`src/rtl/spi_pkg.sv`:
```
// Shared definitions for the SPI flash read engine: FSM state encoding and
// register addresses of the downstream spi controller.
package spi_pkg;

  typedef enum logic [2:0] {
    ST_IDLE,
    ST_CMD,
    ST_ADDR,
    ST_DUMMY,
    ST_WAIT,
    ST_CAPT,
    ST_HOLD,
    ST_END
  } state_t;

  localparam logic [2:0] SPI_REG_DATA0 = 3'd0;
  localparam logic [2:0] SPI_REG_DATA1 = 3'd1;
  localparam logic [2:0] SPI_REG_READY = 3'd2;
  localparam logic [2:0] SPI_REG_INT   = 3'd3;
  localparam logic [2:0] SPI_REG_CFG   = 3'd4;

endpackage

```
`src/rtl/spi_flash_reader.sv`:
```
// Autonomous SPI-flash read engine: issues READ opcode, address and dummy
// bytes through the spi controller register port and streams received bytes.
module spi_flash_reader
  import spi_pkg::*;
#(
  parameter logic [7:0]  CMD        = 8'h03,
  parameter int unsigned ADDR_BYTES = 3,
  parameter int unsigned LEN_W      = 8
) (
  input  logic             clk,
  input  logic             reset,
  input  logic             req_valid,
  output logic             req_ready,
  input  logic [1:0]       req_sel,
  input  logic [31:0]      req_addr,
  input  logic [LEN_W-1:0] req_len_m1,
  output logic             out_valid,
  output logic [7:0]       out_data,
  output logic             out_last,
  input  logic             out_ready,
  output logic             done,
  output logic             busy,
  output logic [2:0]       spi_reg_addr,
  output logic [7:0]       spi_reg_data_in,
  output logic [1:0]       spi_reg_sel,
  output logic             spi_reg_read,
  output logic             spi_reg_write,
  input  logic [7:0]       spi_reg_data_out,
  input  logic             spi_interrupt
);

  state_t           r_state;
  state_t           w_state_nxt;
  state_t           r_next;
  logic [1:0]       r_ai;
  logic [LEN_W-1:0] r_cnt;
  logic [1:0]       r_sel;
  logic [31:0]      r_addr;
  logic             r_out_valid;
  logic [7:0]       r_out_data;
  logic             r_out_last;
  logic             r_done;

  logic             w_accept;
  logic             w_hs;
  logic             w_wr;
  logic             w_rd;
  logic [2:0]       w_addr;
  logic [7:0]       w_data;
  logic [7:0]       w_addr_byte;

  assign w_accept    = req_valid & req_ready;
  assign w_hs        = r_out_valid & out_ready;
  assign w_addr_byte = r_addr[{r_ai, 3'b000} +: 8];

  always_ff @(posedge clk) begin
    if (reset) r_state <= ST_IDLE;
    else       r_state <= w_state_nxt;
  end

  always_comb begin
    w_state_nxt = r_state;
    w_wr        = 1'b0;
    w_rd        = 1'b0;
    w_addr      = '0;
    w_data      = '0;
    case (r_state)
      ST_IDLE:  if (w_accept) w_state_nxt = ST_CMD;
      ST_CMD: begin
        w_wr        = 1'b1;
        w_addr      = SPI_REG_DATA0;
        w_data      = CMD;
        w_state_nxt = ST_WAIT;
      end
      ST_ADDR: begin
        w_wr        = 1'b1;
        w_addr      = SPI_REG_DATA1;
        w_data      = w_addr_byte;
        w_state_nxt = ST_WAIT;
      end
      ST_DUMMY: begin
        w_wr        = 1'b1;
        w_addr      = SPI_REG_DATA1;
        w_state_nxt = ST_WAIT;
      end
      ST_WAIT:  if (spi_interrupt) w_state_nxt = r_next;
      ST_CAPT: begin
        w_rd        = 1'b1;
        w_addr      = SPI_REG_DATA1;
        w_state_nxt = ST_HOLD;
      end
      ST_HOLD: begin
        if (w_hs) w_state_nxt = (r_cnt == '0) ? ST_END : ST_DUMMY;
      end
      ST_END: begin
        w_rd        = 1'b1;
        w_addr      = SPI_REG_DATA0;
        w_state_nxt = ST_IDLE;
      end
      default:  w_state_nxt = ST_IDLE;
    endcase
  end

  always_ff @(posedge clk) begin
    if (reset) begin
      r_next      <= ST_IDLE;
      r_ai        <= '0;
      r_cnt       <= '0;
      r_sel       <= '0;
      r_addr      <= '0;
      r_out_valid <= 1'b0;
      r_out_data  <= '0;
      r_out_last  <= 1'b0;
      r_done      <= 1'b0;
    end else begin
      r_done <= 1'b0;
      case (r_state)
        ST_IDLE: begin
          if (w_accept) begin
            r_sel  <= req_sel;
            r_addr <= req_addr;
            r_cnt  <= req_len_m1;
          end
        end
        ST_CMD: begin
          r_next <= ST_ADDR;
          r_ai   <= 2'(ADDR_BYTES - 1);
        end
        ST_ADDR: begin
          if (r_ai != 2'd0) begin
            r_next <= ST_ADDR;
            r_ai   <= r_ai - 2'd1;
          end else begin
            r_next <= ST_DUMMY;
          end
        end
        ST_DUMMY: r_next <= ST_CAPT;
        ST_CAPT: begin
          r_out_data  <= spi_reg_data_out;
          r_out_valid <= 1'b1;
          r_out_last  <= (r_cnt == '0);
        end
        ST_HOLD: begin
          // counter only steps on handshake, so len_m1 all-ones never wraps
          if (w_hs) begin
            r_out_valid <= 1'b0;
            r_out_last  <= 1'b0;
            if (r_cnt != '0) r_cnt <= r_cnt - LEN_W'(1);
          end
        end
        ST_END:  r_done <= 1'b1;
        default: ;
      endcase
    end
  end

  assign req_ready       = (r_state == ST_IDLE) & ~reset;
  assign busy            = (r_state != ST_IDLE);
  assign out_valid       = r_out_valid;
  assign out_data        = r_out_data;
  assign out_last        = r_out_last;
  assign done            = r_done;
  assign spi_reg_sel     = r_sel;
  assign spi_reg_write   = w_wr & ~reset;
  assign spi_reg_read    = w_rd & ~reset;
  assign spi_reg_addr    = reset ? 3'd0 : w_addr;
  assign spi_reg_data_in = reset ? 8'd0 : w_data;

endmodule

```
`config.mk`:
```
export PLATFORM = sky130hd
export DESIGN_NAME = spi_flash_reader
export DESIGN_NICKNAME = d
export VERILOG_FILES = /design/src/rtl/spi_pkg.sv /design/src/rtl/spi_flash_reader.sv
export SDC_FILE = /design/constraint.sdc
export NUM_CORES = 1
export LEC_CHECK = 0
export BUFFER_PORTS_ARGS = -buffer_cell sky130_fd_sc_hd__clkbuf_2
export CAP_MARGIN = 20
export CORE_UTILIZATION = 56
export CTS_CLUSTER_DIAMETER = 50
export DETAILED_ROUTE_END_ITERATION = 8
export PLACE_DENSITY = 0.95
export SYNTH_ARGS = -nofsm -noshare
export SYNTH_HDL_FRONTEND = slang
export SYNTH_SLANG_ARGS = --single-unit
export TNS_END_PERCENT = 20
```
`constraint.sdc`:
```
create_clock -name clk -period 3.7 [get_ports clk]
set_input_delay 0.185 -clock clk [delete_from_list [all_inputs] [get_ports clk]]
set_output_delay 0.185 -clock clk [all_outputs]
set_load 0.1 [all_outputs]
```
==> out/results.tsv <==
metric	value	unit
p_leak	1.53	nW
layout_commonest_cell	nand2_1	
power_density	493	nW/um^2
fill_cells	362	
critPathLaunchType	flip-flop	
final_layout_size_suffix_gt1_share	25.6	%
grt_start_max_net_pins	45	
num_antenna_cells	0	
grt-ovfl-total	0	
final_cell_mix	nand2_1 (91), clkbuf_2 (80), dfxtp_1 (61), nand3b_1 (35), a21oi_1 (28)	
drt_iter0_drc	196	
rsz0062_at_grt	no	
hold_violations	0	
synthCells	353	
ios	83	
drc	0	
cap_violations	0	
crit_arrival	2.25	ns
crit_fanout	18	
path_class	flip-flop to output pin	
holdPathStages	3	
core_region_area	4850	um^2
avgSynthCellArea	8.26	um^2
dp_hpwl	4.63	mm
period_share	65.7	%
synthDominantCellAreaShare	41.9	%
rows	25	
utilization	71.8	%
setup_violations	0	
multi_input_comb_area	1540	um^2
setup_tns	0	ns
cts_resized	0	
drv_slew	0	
min_period	2.43	ns
finalClockSkew	0.00612	ns
yosys.area.top_type	dfxtp_1	
vdd_drop_max	386	uV
r2r_cells	6	
holdBufCountCts	0	
antenna_found_initial	0	
vias	2697	
viasPerCell	5.52	
ys_ff_latch	61	
regArea	1220	um^2
cts_root_buf	clkbuf_8	
die_height	74.1	um
wl_per_cell	13.8	um
max_freq	411	MHz
cp.required	3.51	ns
synthDistinctLibCells	39	
netlist_area	2910	um^2
status	finished, final reports clean	
netlist_top_cells_area	dfxtp_1 (42%), nand2_1 (12%), nand3b_1 (9.0%)	
worst_slew_pin_slew	0.730	ns
fp.dieW	74.1	um
cts_sinks	61	
seq_area_frac_synth	41.9	%
wirelength	6.77	mm
synth_ff_type	dfxtp_1	
grt_pass1_wl	11.0	mm
die_area	5500	um^2
yosysWarnings	0	
clk_latency	0.33	ns
end_kind	output pin	
ant_nets	0	
nets	476	
syn_to_final_growth	19.5	%
synthArstFlopShare	0	%
cts_setup_buffers	0	
grt_pass1_vias	2399	
path_clk_slew	0.06	ns
port_buffers	80	
cts_htree_levels	3	
synth-edff-count	0	
start_util	60.1	%
slew_headroom	51.3	%
hold_class	primary input to flip-flop	
drtPass1Iterations	5	
cts_buffers	9	
grtUsageTotal	26.3	%
gp_congestion	0.819	
cts_tree	built	
clock_path_buffers	2	
## Yosys cell counts (2+ instances only)
master	count
a2111oi_0	2
a21boi_0	2
a21oi_1	28
a311oi_1	2
and2_1	3
buf_2	6
buf_4	3
clkbuf_1	20
dfxtp_1	61
ha_1	2
inv_1	8
mux4_2	8
nand2_1	91
nand2b_1	9
nand3_1	4
nand3b_1	35
nor2_1	17
nor2b_1	8
nor3_1	6
nor3b_1	2
nor4_1	3
o21ai_0	7
o32ai_1	7
or3_1	3
or4_1	2
## registers in the layout (all words and copies together) (netlist names)
| register | cells |
|---|---|
| done | 1 |
| out_valid | 1 |
| out_data | 8 |
| r_state | 3 |
| r_cnt | 8 |
| r_addr | 32 |
| r_next | 3 |
| out_last | 1 |
| r_ai | 2 |
| spi_reg_sel | 2 |
## worst max-delay path, cell delays in order (launching register included)
cell,delay [ns]
dfxtp_1,0.64
nor2b_1,0.28
nand2_1,0.28
a21oi_1,0.23
clkbuf_2,0.49
## power by group
part           total [mW]  internal [mW]  switching, mW
logic               0.387          0.124          0.263
clock network       0.550          0.308          0.242
registers           0.779          0.721         0.0589
## final cells by class
cell class / instances / area share (%)
multi-input combinational: 256 / 44.2
sequential: 61 / 35.1
timing repair buffer: 83 / 12.1
clock buffer: 13 / 5.14
tap: 67 / 2.41
inverter: 8 / 0.863
clock inverter: 1 / 0.144
## worst paths after layout
kind,slack (ns),end,from
min reg2reg,0.45,out_data[7],out_data[7]
max,1.27,spi_reg_addr[0],r_state[0]
min,0.04,spi_reg_sel[0],req_sel[0]
max reg2reg,1.52,r_cnt[3],r_cnt[0]
## logic make-up after synthesis
| group | after synthesis | synth area share, % |
|---|---|---|
| and+or+nand+nor | 187 | 32.6 |
| DFF | 61 | 41.9 |
| AOI/OAI and AO/OA | 57 | 12.9 |
| buffers and inverters | 37 | 5.41 |
| muxes | 8 | 6.18 |
| adders and majority gates | 2 | 0.859 |
| other | 1 | 0.129 |
## layer usage
layer,up-vias,global-route usage (%),share of wire [%]
li1,1344,-,-
met1,1254,33.8,44
met2,83,40.9,48
met3,16,8.40,5.7
met4,0,10.9,2.2
met5,-,0,0
## per-stage QoR
step                std cells  worst slack [ns]  area (um^2)  total power, mW  hold slack, ns
floorplan                 354             0.297         2920             1.09           0.284
global placement          475              1.62         3300             1.16           0.369
detailed placement        475              1.55         3300             1.18           0.374
CTS                       489              1.24         3480             1.72          0.0322
global route              489              1.10         3480             1.79          0.0296
finish                    489              1.27         3480             1.72          0.0374
(Power assumes the default switching activity.)
